--- config.mk ---
export PLATFORM = sky130hd
export DESIGN_NAME = a_rom_reader
export DESIGN_NICKNAME = d
export VERILOG_FILES = /design/src/rtl/a_rom_reader.sv
export SDC_FILE = /design/constraint.sdc
export NUM_CORES = 1
export LEC_CHECK = 0
export BUFFER_PORTS_ARGS = -buffer_cell sky130_fd_sc_hd__buf_4
export CAP_MARGIN = 20
export CELL_PAD_IN_SITES_DETAIL_PLACEMENT = 1
export CELL_PAD_IN_SITES_GLOBAL_PLACEMENT = 1
export CORE_MARGIN = 5
export CORE_UTILIZATION = 35
export DETAILED_ROUTE_END_ITERATION = 7
export PLACE_DENSITY = 0.79
export SLEW_MARGIN = 10
export SYNTH_ARGS = -nofsm -noshare
export SYNTH_HDL_FRONTEND = slang
export SYNTH_SLANG_ARGS = --single-unit
--- constraint.sdc ---
create_clock -name clk -period 1.3 [get_ports clk]
set_input_delay 0.26 -clock clk [delete_from_list [all_inputs] [get_ports clk]]
set_output_delay 0.26 -clock clk [all_outputs]
set_load 0.01 [all_outputs]
--- src/rtl/a_rom_reader.sv ---
// a_rom_reader: streams the packed A-matrix ROM as 7-bit entries on a
// valid/ready interface, high half of each 14-bit word first.
// Optional build macro: A_RD_PREFETCH_EN fetches word a+1 while word a is
// being emitted, giving one entry per cycle when the consumer keeps up.
module a_rom_reader #(
  parameter int NUM_WORDS = 16
) (
  input  logic        clk,
  input  logic        rst,
  input  logic        start,
  output logic [3:0]  rom_addr,
  input  logic [13:0] A_input,
  output logic [6:0]  elem_data,
  output logic [4:0]  elem_idx,
  output logic        elem_valid,
  input  logic        elem_ready,
  output logic        elem_last,
  output logic        busy,
  output logic        done
);

  localparam logic [3:0] LAST_WORD = 4'(NUM_WORDS - 1);

  typedef enum logic [2:0] {S_IDLE, S_F1, S_F2, S_HI, S_LO} state_t;

  state_t      state_q, state_d;
  logic [3:0]  rom_addr_q, rom_addr_d;
  logic [3:0]  word_q, word_d;
  logic [13:0] word_buf_q, word_buf_d;
  logic [6:0]  elem_data_q, elem_data_d;
  logic [4:0]  elem_idx_q, elem_idx_d;
  logic        elem_valid_q, elem_valid_d;
  logic        elem_last_q, elem_last_d;
  logic        busy_q, busy_d;
  logic        done_q, done_d;

  logic        handshake;
  logic        load_hi;
  logic [3:0]  load_word;
  logic [13:0] load_data;

`ifdef A_RD_PREFETCH_EN
  logic [13:0] pf_buf_q, pf_buf_d;
  logic        pf_valid_q, pf_valid_d;
  logic [1:0]  pf_cnt_q, pf_cnt_d;
  logic        pf_arrive;
`endif

  assign handshake = elem_valid_q & elem_ready;

  // Next-state and output computation; load_hi funnels every entry into HI.
  always_comb begin
    state_d      = state_q;
    rom_addr_d   = rom_addr_q;
    word_d       = word_q;
    word_buf_d   = word_buf_q;
    elem_data_d  = elem_data_q;
    elem_idx_d   = elem_idx_q;
    elem_valid_d = elem_valid_q;
    elem_last_d  = elem_last_q;
    busy_d       = busy_q;
    done_d       = 1'b0;
    load_hi      = 1'b0;
    load_word    = word_q;
    load_data    = A_input;
`ifdef A_RD_PREFETCH_EN
    pf_buf_d   = pf_buf_q;
    pf_valid_d = pf_valid_q;
    // Counter value 1 marks the edge at which the prefetched word is on A_input.
    pf_arrive  = (pf_cnt_q == 2'd1);
    pf_cnt_d   = (pf_cnt_q != 2'd0) ? pf_cnt_q - 2'd1 : 2'd0;
    if (pf_arrive) begin
      pf_buf_d   = A_input;
      pf_valid_d = 1'b1;
    end
`endif

    case (state_q)
      S_IDLE: begin
        if (start) begin
          rom_addr_d = 4'd0;
          word_d     = 4'd0;
          busy_d     = 1'b1;
          state_d    = S_F1;
`ifdef A_RD_PREFETCH_EN
          pf_valid_d = 1'b0;
          pf_cnt_d   = 2'd0;
`endif
        end
      end
      S_F1: state_d = S_F2;
      S_F2: begin
`ifdef A_RD_PREFETCH_EN
        if (pf_valid_q) begin
          load_hi    = 1'b1;
          load_data  = pf_buf_q;
          pf_valid_d = 1'b0;
        end else if (pf_cnt_q != 2'd2) begin
          load_hi    = 1'b1;
          pf_valid_d = 1'b0;
        end
`else
        load_hi = 1'b1;
`endif
      end
      S_HI: begin
        if (handshake) begin
          state_d     = S_LO;
          elem_data_d = word_buf_q[6:0];
          elem_idx_d  = {word_q, 1'b1};
          elem_last_d = (word_q == LAST_WORD);
        end
      end
      S_LO: begin
        if (handshake) begin
          elem_valid_d = 1'b0;
          elem_last_d  = 1'b0;
          if (word_q == LAST_WORD) begin
            state_d = S_IDLE;
            busy_d  = 1'b0;
            done_d  = 1'b1;
          end else begin
            word_d = word_q + 4'd1;
`ifdef A_RD_PREFETCH_EN
            load_word = word_q + 4'd1;
            if (pf_valid_q) begin
              load_hi    = 1'b1;
              load_data  = pf_buf_q;
              pf_valid_d = 1'b0;
            end else if (pf_arrive) begin
              load_hi    = 1'b1;
              pf_valid_d = 1'b0;
            end else begin
              state_d = S_F2;
            end
`else
            rom_addr_d = word_q + 4'd1;
            state_d    = S_F1;
`endif
          end
        end
      end
      default: state_d = S_IDLE;
    endcase

    if (load_hi) begin
      state_d      = S_HI;
      word_buf_d   = load_data;
      elem_valid_d = 1'b1;
      elem_data_d  = load_data[13:7];
      elem_idx_d   = {load_word, 1'b0};
      elem_last_d  = 1'b0;
`ifdef A_RD_PREFETCH_EN
      // Launch the next word's fetch as soon as the current word is in hand.
      if (load_word != LAST_WORD) begin
        rom_addr_d = load_word + 4'd1;
        pf_cnt_d   = 2'd2;
      end
`endif
    end
  end

  // State and output registers with asynchronous active-low clear.
  always_ff @(posedge clk or negedge rst) begin
    if (!rst) begin
      state_q      <= S_IDLE;
      rom_addr_q   <= 4'd0;
      word_q       <= 4'd0;
      word_buf_q   <= 14'd0;
      elem_data_q  <= 7'd0;
      elem_idx_q   <= 5'd0;
      elem_valid_q <= 1'b0;
      elem_last_q  <= 1'b0;
      busy_q       <= 1'b0;
      done_q       <= 1'b0;
`ifdef A_RD_PREFETCH_EN
      pf_buf_q     <= 14'd0;
      pf_valid_q   <= 1'b0;
      pf_cnt_q     <= 2'd0;
`endif
    end else begin
      state_q      <= state_d;
      rom_addr_q   <= rom_addr_d;
      word_q       <= word_d;
      word_buf_q   <= word_buf_d;
      elem_data_q  <= elem_data_d;
      elem_idx_q   <= elem_idx_d;
      elem_valid_q <= elem_valid_d;
      elem_last_q  <= elem_last_d;
      busy_q       <= busy_d;
      done_q       <= done_d;
`ifdef A_RD_PREFETCH_EN
      pf_buf_q     <= pf_buf_d;
      pf_valid_q   <= pf_valid_d;
      pf_cnt_q     <= pf_cnt_d;
`endif
    end
  end

  assign rom_addr   = rom_addr_q;
  assign elem_data  = elem_data_q;
  assign elem_idx   = elem_idx_q;
  assign elem_valid = elem_valid_q;
  assign elem_last  = elem_last_q;
  assign busy       = busy_q;
  assign done       = done_q;

endmodule

==> qor.csv <==
metric;value;unit
status;finished with violations;
failing checks;negative setup slack;
die area;0.00550;mm2
Highest Clock Rate;735;MHz
DR WL/cell;18.3;um
Vias;1409;
endpoints failing hold;0;
Synth Flop Type;dfrtp_1;
worst clock skew;0.00670;ns
final wirelength;4.83;mm
WHS Path Cells;3;
DR pass1 iterations;4;
clock power share;0.141;
worst setup path class;register to register;
Synth Cell Area;0.00144;mm2
DR vias/cell;5.34;
minimum clock period;1.36;ns
Routed Antenna Nets;0;
Peak VDD IR;0.00109;V
CP Max Fanout;5;
I/O pins;38;
Power, Total;5530;uW
Remaining Overflow, GRT;0;
r2r startpoint;elem_valid;
clk root buf;clkbuf_8;
Net Sw Power;2160;uW
routability cong.;0.795;
reg2reg setup slack;-0.06;ns
Net Count, Synth;166;
vias in the first global route;1596;
CTS tree;done;
Hold Crit Start;A_input[6];
largest net degree at the start of global routing;31;
Logic pwr share;0.545;
fin crit share;1.05;
top cell type's share of synthesized area;0.521;
Max Transition Viols Final;0;
commonest non-fill, non-tap cell in the layout;buf_4;
DRC Markers;0;
most frequent cells in the layout;59 x buf_4, 31 x nand2_1, 25 x dfrtp_1, 10 x buf_6, 7 x o22ai_1;
Placed Area;0.00190;mm2
layout cells sized above 1;0.491;
antenna violations before repair;0;
PD cells;2510;mW/mm2
worst hold path type;input pin to register;
Placeable Area;0.00400;mm2
Min-Delay Endpoint;word_buf_q[6];
area grow syn2layout;53.0;%
final-stage net count;232;
Flop pwr share;0.314;
ANT cells;0;
first-pass GRT wire length;7.40;mm
Die Span X;74.2;um
cts bufs inserted;5;
std cell rows;23;
WP data arrival;1.55;ns
Avg Cell Area, Syn;9.81;um2
# setup viols final;8;
Worst Path Required;1.49;ns
area leader, netlist;dfrtp_1;
Syn Inst Count;147;
worst r2r dst;load_word[3];
net switching fraction of the power;0.391;
Synth area leaders;dfrtp_1 52%, nand2_1 8.6%, o22ai_1 3.5%;
CP Capture Type;register;
cell-internal power;3370;uW
FF+latch count, synth;30;
Seq/Total Area, Yosys;0.521;
Initial Util;0.360;
Layout Cells excl Fill;264;
Synth cell types;37;
worst setup margin;-0.0604;ns
port bufs;37;
clk_lat worst skew;0.28;ns
Worst-Margin Slew;0.401;ns
clock tree buffer depth;2;
total leakage power;0.00104;uW
Initial DRC Count;38;
Sink Count;30;
fillcell total;450;
number of synthesized flops with an enable pin;0;
Ys Warns;0;
async set-or-reset flop fraction in the synthesized netlist;1.00;
H-tree levels;2;
kind of start point of the critical path;register;
aggregate global-route resource usage;0.178;
RSZ-0062 raised after global routing;true;
R2R depth;4;
Worst-path clk slew;0.07;ns
post-DP HPWL;3.17;mm
Die Ht;74.2;um
max_slew headroom;0.733;
DP Cell Count;245;
Final Cell Area;0.00221;mm2
max-cap violations;0;
## metrics by stage
stage	hold WS (ns)	setup TNS, ns	setup slack [ns]	util
final	0.171	-0.132	-0.0604	0.551
after global routing	0.175	-0.755	-0.0893	0.551
after CTS	0.160	-0.254	-0.0433	0.516
after detailed placement	0.217	-1.19	-0.193	0.475
after global placement	0.209	-0.149	-0.0646	0.475
after floorplan	-0.0356	-0.0308	-0.0154	-
## worst max-delay path by stage
stage / end / slack (ns) / cells after the start / startpoint
4_1_cts: elem_data[4] / -0.04 / 5 / state_q[2]
3_5_place_dp: load_word[3] / -0.19 / 3 / state_q[1]
2_1_floorplan: elem_data[2] / -0.02 / 5 / state_q[1]
3_3_place_gp: load_word[1] / -0.06 / 3 / state_q[1]
5_1_grt: elem_data[4] / -0.09 / 5 / state_q[2]
6_report: load_word[3] / -0.06 / 4 / elem_valid
## state kept, by name, summed over array words and instances, names as in the netlist
name        count
state_q         3
elem_data       7
busy            1
done            1
elem_last       1
word_buf_q      7
elem_idx        5
elem_valid      1
load_word       4
## Yosys cell counts, types with 2 or more instances
master and number:
inv_1 3, nand2_1 33, o21ai_0 6, nor2_1 5, nand2b_1 3, dfrtp_1 30
clkbuf_1 2, mux2_2 4, nor3_1 2, buf_2 6, buf_4 4, nand3_1 4
a21oi_1 6, o31ai_1 2, and3_1 2, o21a_1 3, o22ai_1 8, mux2i_1 4
o211ai_1 2
## metal layers
metal  wire length, um  share of wire  vias up  track usage
met1              1880           0.39      700        0.186
li1                  -              -      650            -
met4               123          0.025        0       0.0724
met5                 0              0        -            0
met2              2570           0.53       49        0.333
met3               258          0.053       10       0.0500
## final cells by class
type                    count  area, um2  share of cell area
flip-flops and latches     30        757               0.343
repair buffers             70        566               0.256
clock buffers               6       82.6              0.0374
well taps                  50       62.6              0.0284
inverters                   3       11.3             0.00510
clock inverters             2       12.5             0.00567
multi-input cells         103        714               0.324
## timing repair
item | CTS | global route
buffers inserted | 2 | 7
endpoints found under the setup margin | 25 | 23
hold buffers | 1 | 0
hold endpoints to repair | 30 | 0
cloned | 0 | 1
resized for setup | 13 | 26
pin swaps | 2 | 5
## critical path, cell delays in order, from the launching register on
cell     delay [ns]
dfrtp_2        0.43
nand2_2        0.11
buf_4          0.17
o41a_1         0.40
o22ai_2        0.15
## power groups by stage
stage	sequential (uW)	combinational (uW)	clock, uW
floorplan	1710	1400	0
detailed placement	1700	2470	0
global route	1790	3270	849
CTS	1700	2630	807
finish	1740	3010	779
global placement	1670	2330	0
## cells by family after synthesis
family	Yosys count	synth area share
AO/OA/AOI/OAI	37	0.177
adder cells (fa/ha/maj)	1	0.00868
buffers and inverters	15	0.0547
flip-flops	30	0.521
multiplexers	8	0.0590
AND/OR/NAND/NOR	56	0.180
Note: power is estimated with default switching activity, not from simulation.
